`config.mk`:
```
export PLATFORM = sky130hd
export DESIGN_NAME = imem_fetch_ctrl
export DESIGN_NICKNAME = d
export VERILOG_FILES = /design/src/rtl/imem_pkg.sv /design/src/rtl/imem_dbg_arb.sv /design/src/rtl/imem_fetch_ctrl.sv
export SDC_FILE = /design/constraint.sdc
export NUM_CORES = 1
export LEC_CHECK = 0
export ABC_AREA = 1
export BUFFER_PORTS_ARGS = -buffer_cell sky130_fd_sc_hd__buf_4
export CORE_MARGIN = 2
export CORE_UTILIZATION = 25
export DETAILED_ROUTE_END_ITERATION = 7
export GPL_ROUTABILITY_DRIVEN = 0
export GPL_TIMING_DRIVEN = 0
export PLACE_DENSITY = 0.56
export SKIP_LAST_GASP = 1
export SLEW_MARGIN = 25
export SYNTH_ARGS = -nofsm -noshare
export SYNTH_HDL_FRONTEND = slang
export SYNTH_SLANG_ARGS = --single-unit
```
`constraint.sdc`:
```
create_clock -name clk -period 4.6 [get_ports clk]
set_clock_uncertainty 0.2 [all_clocks]
set_input_delay 0.92 -clock clk [delete_from_list [all_inputs] [get_ports clk]]
set_output_delay 0.92 -clock clk [all_outputs]
set_load 0.05 [all_outputs]
```
`src/rtl/imem_pkg.sv`:
```
// ============================================================================
// Module      : imem_pkg
// Description : Shared constants and port-owner type for the instruction
//               memory fetch path.
// Revision    : 1.0
// ============================================================================
`default_nettype none

package imem_pkg;
  localparam int          IMEM_WORDS = 64;
  localparam int          INSTR_W    = 32;
  localparam logic [31:0] PC_STEP    = 32'd4;

  typedef enum logic {
    OWN_IF  = 1'b0,
    OWN_DBG = 1'b1
  } imem_owner_t;
endpackage

`default_nettype wire

```
`src/rtl/imem_dbg_arb.sv`:
```
// ============================================================================
// Module      : imem_dbg_arb
// Description : Debug-port arbiter with bounded starvation and a registered
//               debug read response.
// Revision    : 1.0
// ============================================================================
`default_nettype none

module imem_dbg_arb
  import imem_pkg::*;
#(
  parameter int unsigned DBG_MAX_WAIT = 4
) (
  input  logic               clk,
  input  logic               rst_n,
  input  logic               stall,
  input  logic               dbg_req,
  input  logic [INSTR_W-1:0] imem_instr,
  output imem_owner_t        owner,
  output logic [INSTR_W-1:0] dbg_rdata,
  output logic               dbg_rvalid
);

  localparam logic [3:0] c_max_wait = 4'(DBG_MAX_WAIT);

  logic [3:0]         r_wait_cnt;
  logic [INSTR_W-1:0] r_rdata;
  logic               r_rvalid;
  logic               w_gnt;

  // A stalled IF stage cannot use the port, so debug takes it for free.
  assign w_gnt = dbg_req && (stall || (r_wait_cnt == c_max_wait));
  assign owner = w_gnt ? OWN_DBG : OWN_IF;

  always_ff @(posedge clk or negedge rst_n) begin
    if (!rst_n) begin
      r_wait_cnt <= 4'd0;
      r_rdata    <= '0;
      r_rvalid   <= 1'b0;
    end else begin
      if (!dbg_req || w_gnt) begin
        r_wait_cnt <= 4'd0;
      end else if (r_wait_cnt != c_max_wait) begin
        r_wait_cnt <= r_wait_cnt + 4'd1;
      end
      r_rvalid <= w_gnt;
      if (w_gnt) begin
        r_rdata <= imem_instr;
      end
    end
  end

  assign dbg_rdata  = r_rdata;
  assign dbg_rvalid = r_rvalid;

endmodule

`default_nettype wire

```
`src/rtl/imem_fetch_ctrl.sv`:
```
// ============================================================================
// Module      : imem_fetch_ctrl
// Description : Program counter and instruction-memory port sharing between
//               IF and debug. Debug arbitration exists only when the macro
//               IMEM_FETCH_DBG_EN is defined; otherwise IF always owns the port.
// Revision    : 1.0
// ============================================================================
`default_nettype none

module imem_fetch_ctrl
  import imem_pkg::*;
#(
  parameter logic [31:0] RESET_PC     = 32'h0000_0000,
  parameter int unsigned DBG_MAX_WAIT = 4
) (
  input  logic               clk,
  input  logic               rst_n,
  input  logic               stall,
  input  logic               br_taken,
  input  logic [31:0]        br_target,
  output logic [31:0]        if_pc,
  output logic [INSTR_W-1:0] if_instr,
  output logic               if_valid,
  input  logic               dbg_req,
  input  logic [31:0]        dbg_addr,
  output logic               dbg_gnt,
  output logic [INSTR_W-1:0] dbg_rdata,
  output logic               dbg_rvalid,
  output logic [31:0]        imem_addr,
  input  logic [INSTR_W-1:0] imem_instr
);

  localparam logic [31:0] c_reset_pc = {RESET_PC[31:2], 2'b00};

  logic [31:0] r_pc;
  imem_owner_t w_owner;
  logic        w_unused;

`ifdef IMEM_FETCH_DBG_EN
  imem_dbg_arb #(
    .DBG_MAX_WAIT (DBG_MAX_WAIT)
  ) u_dbg_arb (
    .clk        (clk),
    .rst_n      (rst_n),
    .stall      (stall),
    .dbg_req    (dbg_req),
    .imem_instr (imem_instr),
    .owner      (w_owner),
    .dbg_rdata  (dbg_rdata),
    .dbg_rvalid (dbg_rvalid)
  );

  assign w_unused = ^{dbg_addr[1:0], br_target[1:0]};
`else
  assign w_owner    = OWN_IF;
  assign dbg_rdata  = '0;
  assign dbg_rvalid = 1'b0;

  assign w_unused = ^{dbg_req, dbg_addr, br_target[1:0], DBG_MAX_WAIT[0]};
`endif

  assign dbg_gnt   = (w_owner == OWN_DBG);
  assign imem_addr = dbg_gnt ? {dbg_addr[31:2], 2'b00} : r_pc;
  assign if_valid  = !dbg_gnt && !stall;
  assign if_instr  = dbg_gnt ? '0 : imem_instr;
  assign if_pc     = r_pc;

  // A redirect wins even during a debug slot; otherwise a debug slot is a bubble.
  always_ff @(posedge clk or negedge rst_n) begin
    if (!rst_n) begin
      r_pc <= c_reset_pc;
    end else if (br_taken) begin
      r_pc <= {br_target[31:2], 2'b00};
    end else if (!dbg_gnt && !stall) begin
      r_pc <= r_pc + PC_STEP;
    end
  end

endmodule

`default_nettype wire
```
==> flow_summary.json, run 1 <==
{
  "outcome": "completed",
  "number_of_remaining_drc_errors": 0,
  "netSwitchingPower_mw": 0.611,
  "setup_viol": 0,
  "synth.lib_cells_used.distinct": 24,
  "cts_hold_buf": 0,
  "wire_per_inst_um": 11.1,
  "cts.repair_timing.setup_buffer_count": 0,
  "ys.warnings.count": 0,
  "grt_use_total_pct": 13.1,
  "placeableCoreArea_um2": 11400,
  "p_sw_share_pct": 42.3,
  "wire_length_of_the_first_global_routing_pass_mm": 13.6,
  "top_level_ports": 232,
  "tritoncts": "yes",
  "syn_to_final_growth_pct": 49.9,
  "grt_pass1_vias": 2812,
  "postSynthRegisterBits": 30,
  "die_h_um": 112,
  "dpl.cell_count": 748,
  "register_area_um2": 751,
  "vdd_drop_max_mv": 0.124,
  "crit_path_max_fanout": 5,
  "timing.critical_path.max_delay_family": "buffers and inverters",
  "clock-sinks": 30,
  "rows": 39,
  "max-clock-path-buffers": 2,
  "critPathSlowestCell": "buf_4",
  "final.min_clock_period_ns": 2.48,
  "hpwl_mm": 7.00,
  "worst-endpoint-arrival_ns": 1.36,
  "synth-edff-count": 0,
  "ys_seq_area_share_pct": 25.6,
  "fin_cells": 756,
  "synth_top_area_share_pct": 25.6,
  "netlist_instances": 442,
  "layout.cells.most_common": "buf_4",
  "post_route_cells_drive_above_1_share_pct": 42.3,
  "critical_path_class": "primary input to output pin",
  "drtIter0Drc": 115,
  "cell_internal_pwr_mw": 0.832,
  "dr_total_vias": 3028,
  "end_kind": "output pin",
  "slowest_delay_ns": 0.21,
  "total_power_mw": 1.44,
  "design.final.nets": 714,
  "finalMaxSlewViolations": 0,
  "combinational_power_share_pct": 45.2,
  "cp_cell_sequence": "buf_4, inv_2, buf_4",
  "multi_input_gate_area_um2": 1390,
  "drt_pass1_iterations": 4,
  "fillers": 1225,
  "mostFrequentLayoutCells": "buf_4 (226), nand2_1 (127), nand3_1 (43)",
  "library_cell_appearing_most_often_on_the_critical_path": "buf_4",
  "pwr-share-seq_pct": 23.7,
  "synth_largest_area_cell": "buf_4",
  "h-tree-depth": 2,
  "die-width_um": 112,
  "largest_register_ffs": 30,
  "maxCapViolCount": 0,
  "fin_area_um2": 4400,
  "setup_repair_after_global_routing_missed_its_margin": "no",
  "placement.io_buffers": 126,
  "antenna_found_initial": 0,
  "final_min_period_over_clock_period_pct": 53.9,
  "floorplan.die_area_um2": 12600,
  "tns_ns": 0,
  "clkTransAtPathRegs_ns": 0.05,
  "placed_area_um2": 4200,
  "worstSkewPairLatency_ns": 0.28,
  "cell_area_after_synthesis_um2": 2930,
  "final_count_of_hold_timing_violations": 0,
  "synthTopCellsByArea": "buf_4 (26%), dfrtp_1 (26%), nand2_1 (16%), nand3_1 (7.3%), inv_1 (4.9%)",
  "count_of_antenna_violating_nets_left_after_detailed_routing": 0,
  "cts_made_buffers": 5,
  "timing.slew.headroom_pct": 63.8,
  "grt_overflow_total": 0,
  "totalWireLength_mm": 8.37,
  "postCtsResizedCells": 0,
  "postSynth.topFlopCell": "dfrtp_1",
  "worstMarginPinSlew_ns": 0.540,
  "total_leakage_power_nw": 2.35,
  "worst_ep_required_time_ns": 3.48,
  "clockRootBuffer": "clkbuf_16",
  "initial_core_util_pct": 25.7,
  "synth_async_sr_flop_share_pct": 100,
  "worstSetupStartpointType": "primary input",
  "timing.fmax_mhz": 403,
  "antenna_cells": 0,
  "viasPerCell": 4.01,
  "powerDensity_nw_per_um2": 328,
  "synth.avg_cell_area_um2": 6.64,
  "min_path_type": "primary input to async pin",
  "path_buf_inv": 3,
  "grt_max_degree": 31,
  "power_frac_clock_pct": 31.0
}
synthesized netlist by cell type, types with 2 or more instances:
| cell type | number |
|---|---|
| inv_2 | 3 |
| o211ai_1 | 4 |
| o21ai_0 | 15 |
| nor2_2 | 8 |
| nor2_1 | 33 |
| xor2_1 | 4 |
| dfrtp_1 | 30 |
| a21oi_1 | 3 |
| buf_2 | 4 |
| nand2_2 | 3 |
| inv_1 | 38 |
| o21bai_1 | 10 |
| nor2_4 | 6 |
| a22o_1 | 2 |
| buf_4 | 100 |
| nand3_1 | 43 |
| nand2_1 | 127 |
| clkbuf_1 | 3 |
layout make-up:
cell class | count | share of cell area [%]
multi-input cells | 301 | 31.5
repair buffers | 126 | 21.5
plain buffers | 107 | 17.8
flip-flops and latches | 30 | 17.1
well taps | 143 | 4.07
inverters | 41 | 3.50
clock buffers | 6 | 3.16
clock inverters | 2 | 1.37
metrics by stage:
stage               util (%)  setup slack (ns)  hold slack (ns)
floorplan                  -              2.34            0.424
global placement        36.8              2.12            0.354
detailed placement      36.8              2.12            0.366
CTS                     38.5              2.12            0.382
global route            38.5              2.11            0.407
finish                  38.5              2.12            0.369
layer usage:
metal  GRT usage, %  part of all wire, %  vias up  wire length [um]
met2           22.6                   48      128              3990
met4           3.82                  1.2        0                97
met5              0                    0        -                 0
li1               -                    -     1579                 -
met3           2.11                  7.1        7               595
met1           16.9                   44     1314              3690
cell families after synthesis:
group	Yosys count	synth area share (%)
buffers and inverters	148	31.9
other	1	0.128
XOR/XNOR	4	1.19
AND/OR/NAND/NOR	224	33.5
adder cells (fa/ha/maj)	1	0.426
flip-flops	30	25.6
AO/OA/AOI/OAI	34	7.25
final timing paths:
path	to	start	slack (ns)	depth (start not counted)
setup / recovery	if_valid	stall	2.12	3
hold / removal	if_pc[2]$_DFFE_PN0N_	rst_n	0.37	1
setup reg to reg	if_pc[18]$_DFFE_PN0N_	if_pc[2]$_DFFE_PN0N_	2.76	8
hold reg to reg	if_pc[3]$_DFFE_PN0N_	if_pc[3]$_DFFE_PN0N_	0.37	2
max in group asynchronous	if_pc[25]$_DFFE_PN0N_	rst_n	3.54	1
min in group clk	if_pc[3]$_DFFE_PN0N_	if_pc[3]$_DFFE_PN0N_	0.37	2
worst register-to-register path: stages (launching register included):
cell and delay [ns]:
dfrtp_1 0.44, ha_1 0.20, nand2_1 0.15, nor2_4 0.18
nand2_4 0.12, nor2_4 0.18, nand2_1 0.08, nand3_1 0.10
nand3_1 0.07
power by group through the flow:
stage          registers, mW  logic [mW]  clock network (mW)
2_1_floorplan          0.429       0.399                   0
3_3_place_gp           0.347       0.651                   0
3_5_place_dp           0.347       0.655                   0
4_1_cts                0.343       0.656               0.456
5_1_grt                0.350       0.688               0.465
6_report               0.342       0.653               0.448
Power figures use the tool's default switching activity.
==> inputs of run 2 (changes only) <==
==> constraint.sdc (replaced) <==
create_clock -name clk -period 2.4 [get_ports clk]
set_clock_uncertainty 0.2 [all_clocks]
set_input_delay 0.48 -clock clk [delete_from_list [all_inputs] [get_ports clk]]
set_output_delay 0.48 -clock clk [all_outputs]
set_load 0.05 [all_outputs]
==> flow_summary.json, run 2 (synthesis gave the netlist of run 1 again) <==
{
  "tritoncts": "yes",
  "final_min_period_over_clock_period_pct": 76.6,
  "timing.slew.headroom_pct": 63.7,
  "end_kind": "flop",
  "setup_repair_after_global_routing_missed_its_margin": "no",
  "final_count_of_hold_timing_violations": 0,
  "layout.cells.most_common": "buf_4",
  "grt_max_degree": 31,
  "placed_area_um2": 4200,
  "tns_ns": 0,
  "largest_register_ffs": 30,
  "number_of_remaining_drc_errors": 0,
  "worstMarginPinSlew_ns": 0.543,
  "worstSetupStartpointType": "flop",
  "antenna_cells": 0,
  "vdd_drop_max_mv": 0.237,
  "maxCapViolCount": 0,
  "min_path_type": "primary input to flop",
  "drt_pass1_iterations": 4,
  "crit_path_max_fanout": 7,
  "final.min_clock_period_ns": 1.84,
  "timing.fmax_mhz": 544,
  "wire_length_of_the_first_global_routing_pass_mm": 13.6,
  "design.final.nets": 715,
  "powerDensity_nw_per_um2": 628,
  "wire_per_inst_um": 11.1,
  "die_h_um": 112,
  "clock-sinks": 30,
  "total_leakage_power_nw": 2.36,
  "rows": 39,
  "clkTransAtPathRegs_ns": 0.05,
  "totalWireLength_mm": 8.39,
  "worst-endpoint-arrival_ns": 1.80,
  "grt_overflow_total": 0,
  "fin_area_um2": 4410,
  "finalMaxSlewViolations": 0,
  "hpwl_mm": 7.00,
  "placement.io_buffers": 126,
  "mostFrequentLayoutCells": "buf_4 (226), nand2_1 (127), nand3_1 (43)",
  "worstSkewPairLatency_ns": 0.28,
  "die-width_um": 112,
  "worst_ep_required_time_ns": 2.36,
  "fin_cells": 757,
  "placeableCoreArea_um2": 11400,
  "floorplan.die_area_um2": 12600,
  "drtIter0Drc": 149,
  "syn_to_final_growth_pct": 50.2,
  "viasPerCell": 3.99,
  "h-tree-depth": 2,
  "dpl.cell_count": 748,
  "cts_made_buffers": 5,
  "grt_pass1_vias": 2813,
  "clockRootBuffer": "clkbuf_16",
  "count_of_antenna_violating_nets_left_after_detailed_routing": 0,
  "top_level_ports": 232,
  "critical_path_class": "flop to flop",
  "grt_use_total_pct": 13.1,
  "max-clock-path-buffers": 2,
  "fillers": 1224,
  "post_route_cells_drive_above_1_share_pct": 42.2,
  "antenna_found_initial": 0,
  "cts.repair_timing.setup_buffer_count": 0,
  "initial_core_util_pct": 25.7,
  "outcome": "completed",
  "dr_total_vias": 3023,
  "setup_viol": 0
}
==> run 2: cell types whose count changed in the layout (fill, tap and decap cells not counted) <==
cell | previous run | this run
dlygate4sd3_1 | 0 | 1
==> run 2: where the power goes <==
| part | total (mW) | internal (mW) | leakage, nW | switching [mW] |
|---|---|---|---|---|
| clock network | 0.860 | 0.623 | 0.0971 | 0.237 |
| registers | 0.657 | 0.559 | 0.363 | 0.0983 |
| logic | 1.25 | 0.415 | 1.90 | 0.838 |
| total | 2.77 | 1.60 | 2.36 | 1.17 |
==> run 2: layout make-up <==
cell class,instances,area [um^2],area share [%]
Sequential cell,30,751,17.0
Inverter,41,154,3.49
Multi-Input combinational cell,301,1390,31.5
Buffer,107,782,17.7
Clock buffer,6,139,3.15
Tap cell,143,179,4.06
Clock inverter,2,60.1,1.36
Timing Repair Buffer,127,956,21.7
==> run 2: what timing repair did <==
action | CTS | global route
endpoints found under the hold margin | 30 | 0
resized for setup | 0 | 0
hold buffers | 1 | 0
endpoints found under the setup margin | 0 | 0
==> run 2: layer usage <==
layer,global-route usage [%],share of wire [%]
met2,22.6,48
met3,2.11,7.2
met1,17.0,44
met4,3.82,1.2
met5,0,0
==> run 2: metrics by stage <==
| step | total power, mW | setup slack, ns | utilization (%) | hold WS [ns] |
|---|---|---|---|---|
| 6_report | 2.77 | 0.561 | 38.6 | 0.217 |
| 5_1_grt | 2.88 | 0.419 | 38.6 | 0.227 |
| 4_1_cts | 2.79 | 0.572 | 38.6 | 0.217 |
| 3_5_place_dp | 1.92 | 0.474 | 36.8 | 0.245 |
| 3_3_place_gp | 1.91 | 0.526 | 36.8 | 0.234 |
| 2_1_floorplan | 1.59 | 0.394 | - | -0.0156 |
==> run 2: critical path, stage by stage, from the launching register on <==
cell     delay, ns
dfrtp_1       0.44
ha_1          0.20
nand2_1       0.15
nor2_4        0.18
nand2_4       0.12
nor2_4        0.18
nand2_1       0.08
nand3_1       0.10
nand3_1       0.07
==> run 2: worst paths after layout <==
kind	startpoint	to	slack (ns)	depth (start not counted)
setup / recovery	if_pc[2]$_DFFE_PN0N_	if_pc[18]$_DFFE_PN0N_	0.56	8
hold / removal	br_target[3]	if_pc[3]$_DFFE_PN0N_	0.22	3
setup reg to reg	if_pc[2]$_DFFE_PN0N_	if_pc[18]$_DFFE_PN0N_	0.56	8
hold reg to reg	if_pc[3]$_DFFE_PN0N_	if_pc[3]$_DFFE_PN0N_	0.37	2
max in group asynchronous	rst_n	if_pc[25]$_DFFE_PN0N_	1.23	2
min in group asynchronous	rst_n	if_pc[2]$_DFFE_PN0N_	0.48	2
==> inputs of run 3 (changes only) <==
==> constraint.sdc (replaced) <==
create_clock -name clk -period 1.75 [get_ports clk]
set_clock_uncertainty 0.2 [all_clocks]
set_input_delay 0.35 -clock clk [delete_from_list [all_inputs] [get_ports clk]]
set_output_delay 0.35 -clock clk [all_outputs]
set_load 0.05 [all_outputs]
==> flow_summary.json, run 3 (synthesis gave the netlist of run 1 again) <==
{
  "outcome": "completed",
  "placed_area_um2": 4230,
  "max-clock-path-buffers": 2,
  "fin_area_um2": 4440,
  "slowest_delay_ns": 0.45,
  "viasPerCell": 4.04,
  "hold_end": "if_pc[14]$_DFFE_PN0N_",
  "grt_pass1_vias": 2776,
  "clock-sinks": 30,
  "combinational_power_share_pct": 49.4,
  "setup_repair_after_global_routing_missed_its_margin": "yes",
  "critical_path_class": "flop to output pin",
  "die_h_um": 112,
  "cts_made_buffers": 5,
  "power_frac_clock_pct": 24.8,
  "top_level_ports": 232,
  "wire_per_inst_um": 11.1,
  "tns_ns": 0,
  "min_path_type": "primary input to flop",
  "die-width_um": 112,
  "placement.io_buffers": 126,
  "place_ws_ns": -0.00849,
  "clockRootBuffer": "clkbuf_16",
  "cp_cell_sequence": "buf_4, buf_4, buf_4",
  "worstMarginPinSlew_ns": 0.531,
  "largest_register_ffs": 30,
  "end_kind": "output pin",
  "p_sw_share_pct": 45.5,
  "tritoncts": "yes",
  "netSwitchingPower_mw": 1.60,
  "path_buf_inv": 3,
  "final_critical_path_setup_slack_ns": 0.0269,
  "drtIter0Drc": 89,
  "hpwl_mm": 6.98,
  "final_min_period_over_clock_period_pct": 98.5,
  "critPathSlowestCell": "dfrtp_2",
  "setup_viol": 0,
  "hold-path-cell-count": 3,
  "rows": 39,
  "timing.fmax_mhz": 580,
  "crit_path_max_fanout": 5,
  "finish.utilization_pct": 38.9,
  "pwr-share-seq_pct": 25.8,
  "powerDensity_nw_per_um2": 793,
  "fillers": 1219,
  "totalWireLength_mm": 8.45,
  "dr_total_vias": 3075,
  "placeableCoreArea_um2": 11400,
  "worstSetupStartpointType": "flop",
  "design.final.nets": 719,
  "rr_startpoint": "if_pc[2]$_DFFE_PN0N_",
  "antenna_found_initial": 0,
  "finalMaxSlewViolations": 0,
  "drt_pass1_iterations": 4,
  "final_count_of_hold_timing_violations": 0,
  "vdd_drop_max_mv": 0.355,
  "grt_max_degree": 31,
  "post_route_cells_drive_above_1_share_pct": 46.1,
  "mostFrequentLayoutCells": "buf_4 (230), nand2_1 (125), nand3_1 (42)",
  "grt_overflow_total": 0,
  "timing.slew.headroom_pct": 64.4,
  "syn_to_final_growth_pct": 51.4,
  "number_of_remaining_drc_errors": 0,
  "r2r_end": "if_pc[12]$_DFFE_PN0N_",
  "clkTransAtPathRegs_ns": 0.05,
  "floorplan.die_area_um2": 12600,
  "maxCapViolCount": 0,
  "grt_use_total_pct": 13.1,
  "initial_core_util_pct": 25.7,
  "worst_ep_required_time_ns": 1.20,
  "antenna_cells": 0,
  "reg2reg_slack_ns": 0.07,
  "wire_length_of_the_first_global_routing_pass_mm": 13.5,
  "worst-endpoint-arrival_ns": 1.17,
  "total_leakage_power_nw": 2.34,
  "library_cell_appearing_most_often_on_the_critical_path": "buf_4",
  "cell_internal_pwr_mw": 1.92,
  "timing.reg2reg.worst_path_depth": 8,
  "final.min_clock_period_ns": 1.72,
  "layout.cells.most_common": "buf_4",
  "timing.critical_path.max_delay_family": "flip-flops",
  "count_of_antenna_violating_nets_left_after_detailed_routing": 0,
  "worstSkewPairLatency_ns": 0.28,
  "h-tree-depth": 2,
  "timing.hold.worst.start": "br_target[14]"
}
==> run 3: layout make-up <==
| type | instances | area (um^2) | area share [%] |
|---|---|---|---|
| Clock inverter | 1 | 5.00 | 0.113 |
| Buffer | 107 | 782 | 17.6 |
| Tap cell | 143 | 179 | 4.03 |
| Inverter | 41 | 154 | 3.46 |
| Multi-Input combinational cell | 301 | 1420 | 32.0 |
| Timing Repair Buffer | 131 | 986 | 22.2 |
| Sequential cell | 30 | 773 | 17.4 |
| Clock buffer | 7 | 143 | 3.21 |
==> run 3: how the worst max path moves through the flow <==
stage	from	to	slack, ns	cells after the start
floorplan	if_pc[2]$_DFFE_PN0N_	if_pc[28]$_DFFE_PN0N_	0.001	8
global placement	br_taken	if_pc[14]$_DFFE_PN0N_	0.02	5
detailed placement	stall	if_pc[22]$_DFFE_PN0N_	-0.008	8
CTS	if_pc[2]$_DFFE_PN0N_	if_pc[12]$_DFFE_PN0N_	0.04	8
global route	if_pc[2]$_DFFE_PN0N_	if_pc[28]$_DFFE_PN0N_	-0.02	8
finish	if_pc[2]$_DFFE_PN0N_	imem_addr[2]	0.03	3
==> run 3: power by group through the flow <==
stage / clock, mW / sequential [mW] / combinational [mW]
4_1_cts: 0.897 / 0.912 / 1.73
2_1_floorplan: 0 / 1.14 / 1.05
3_5_place_dp: 0 / 0.924 / 1.73
5_1_grt: 0.922 / 0.930 / 1.83
6_report: 0.875 / 0.908 / 1.74
3_3_place_gp: 0 / 0.921 / 1.72
==> run 3: repair_timing <==
action                                 4_1_cts  5_1_grt
gates resized for setup                      0        9
setup buffers                                0        4
setup endpoints to repair                    0       17
endpoints found under the hold margin       30        0
hold buffers                                 1        0
==> run 3: worst min-delay path: stages <==
cell,delay [ns]
buf_4,0.07
nand2_1,0.04
nand3_1,0.06
==> run 3: per-stage QoR <==
| stage | hold WS (ns) | power (mW) | cells |
|---|---|---|---|
| after global routing | 0.0934 | 3.68 | 761 |
| after global placement | 0.112 | 2.64 | 748 |
| final | 0.0857 | 3.52 | 761 |
| after floorplan | -0.146 | 2.19 | 479 |
| after CTS | 0.0841 | 3.54 | 757 |
| after detailed placement | 0.122 | 2.65 | 748 |
==> run 3: per-layer routing <==
metal  vias to the layer above  share of wire [%]  global-route usage, %
met4                         0                1.7                   4.39
met1                      1337                 43                   16.8
li1                       1589                  -                      -
met5                         -                  0                      0
met3                         8                8.3                   2.65
met2                       141                 47                   22.2
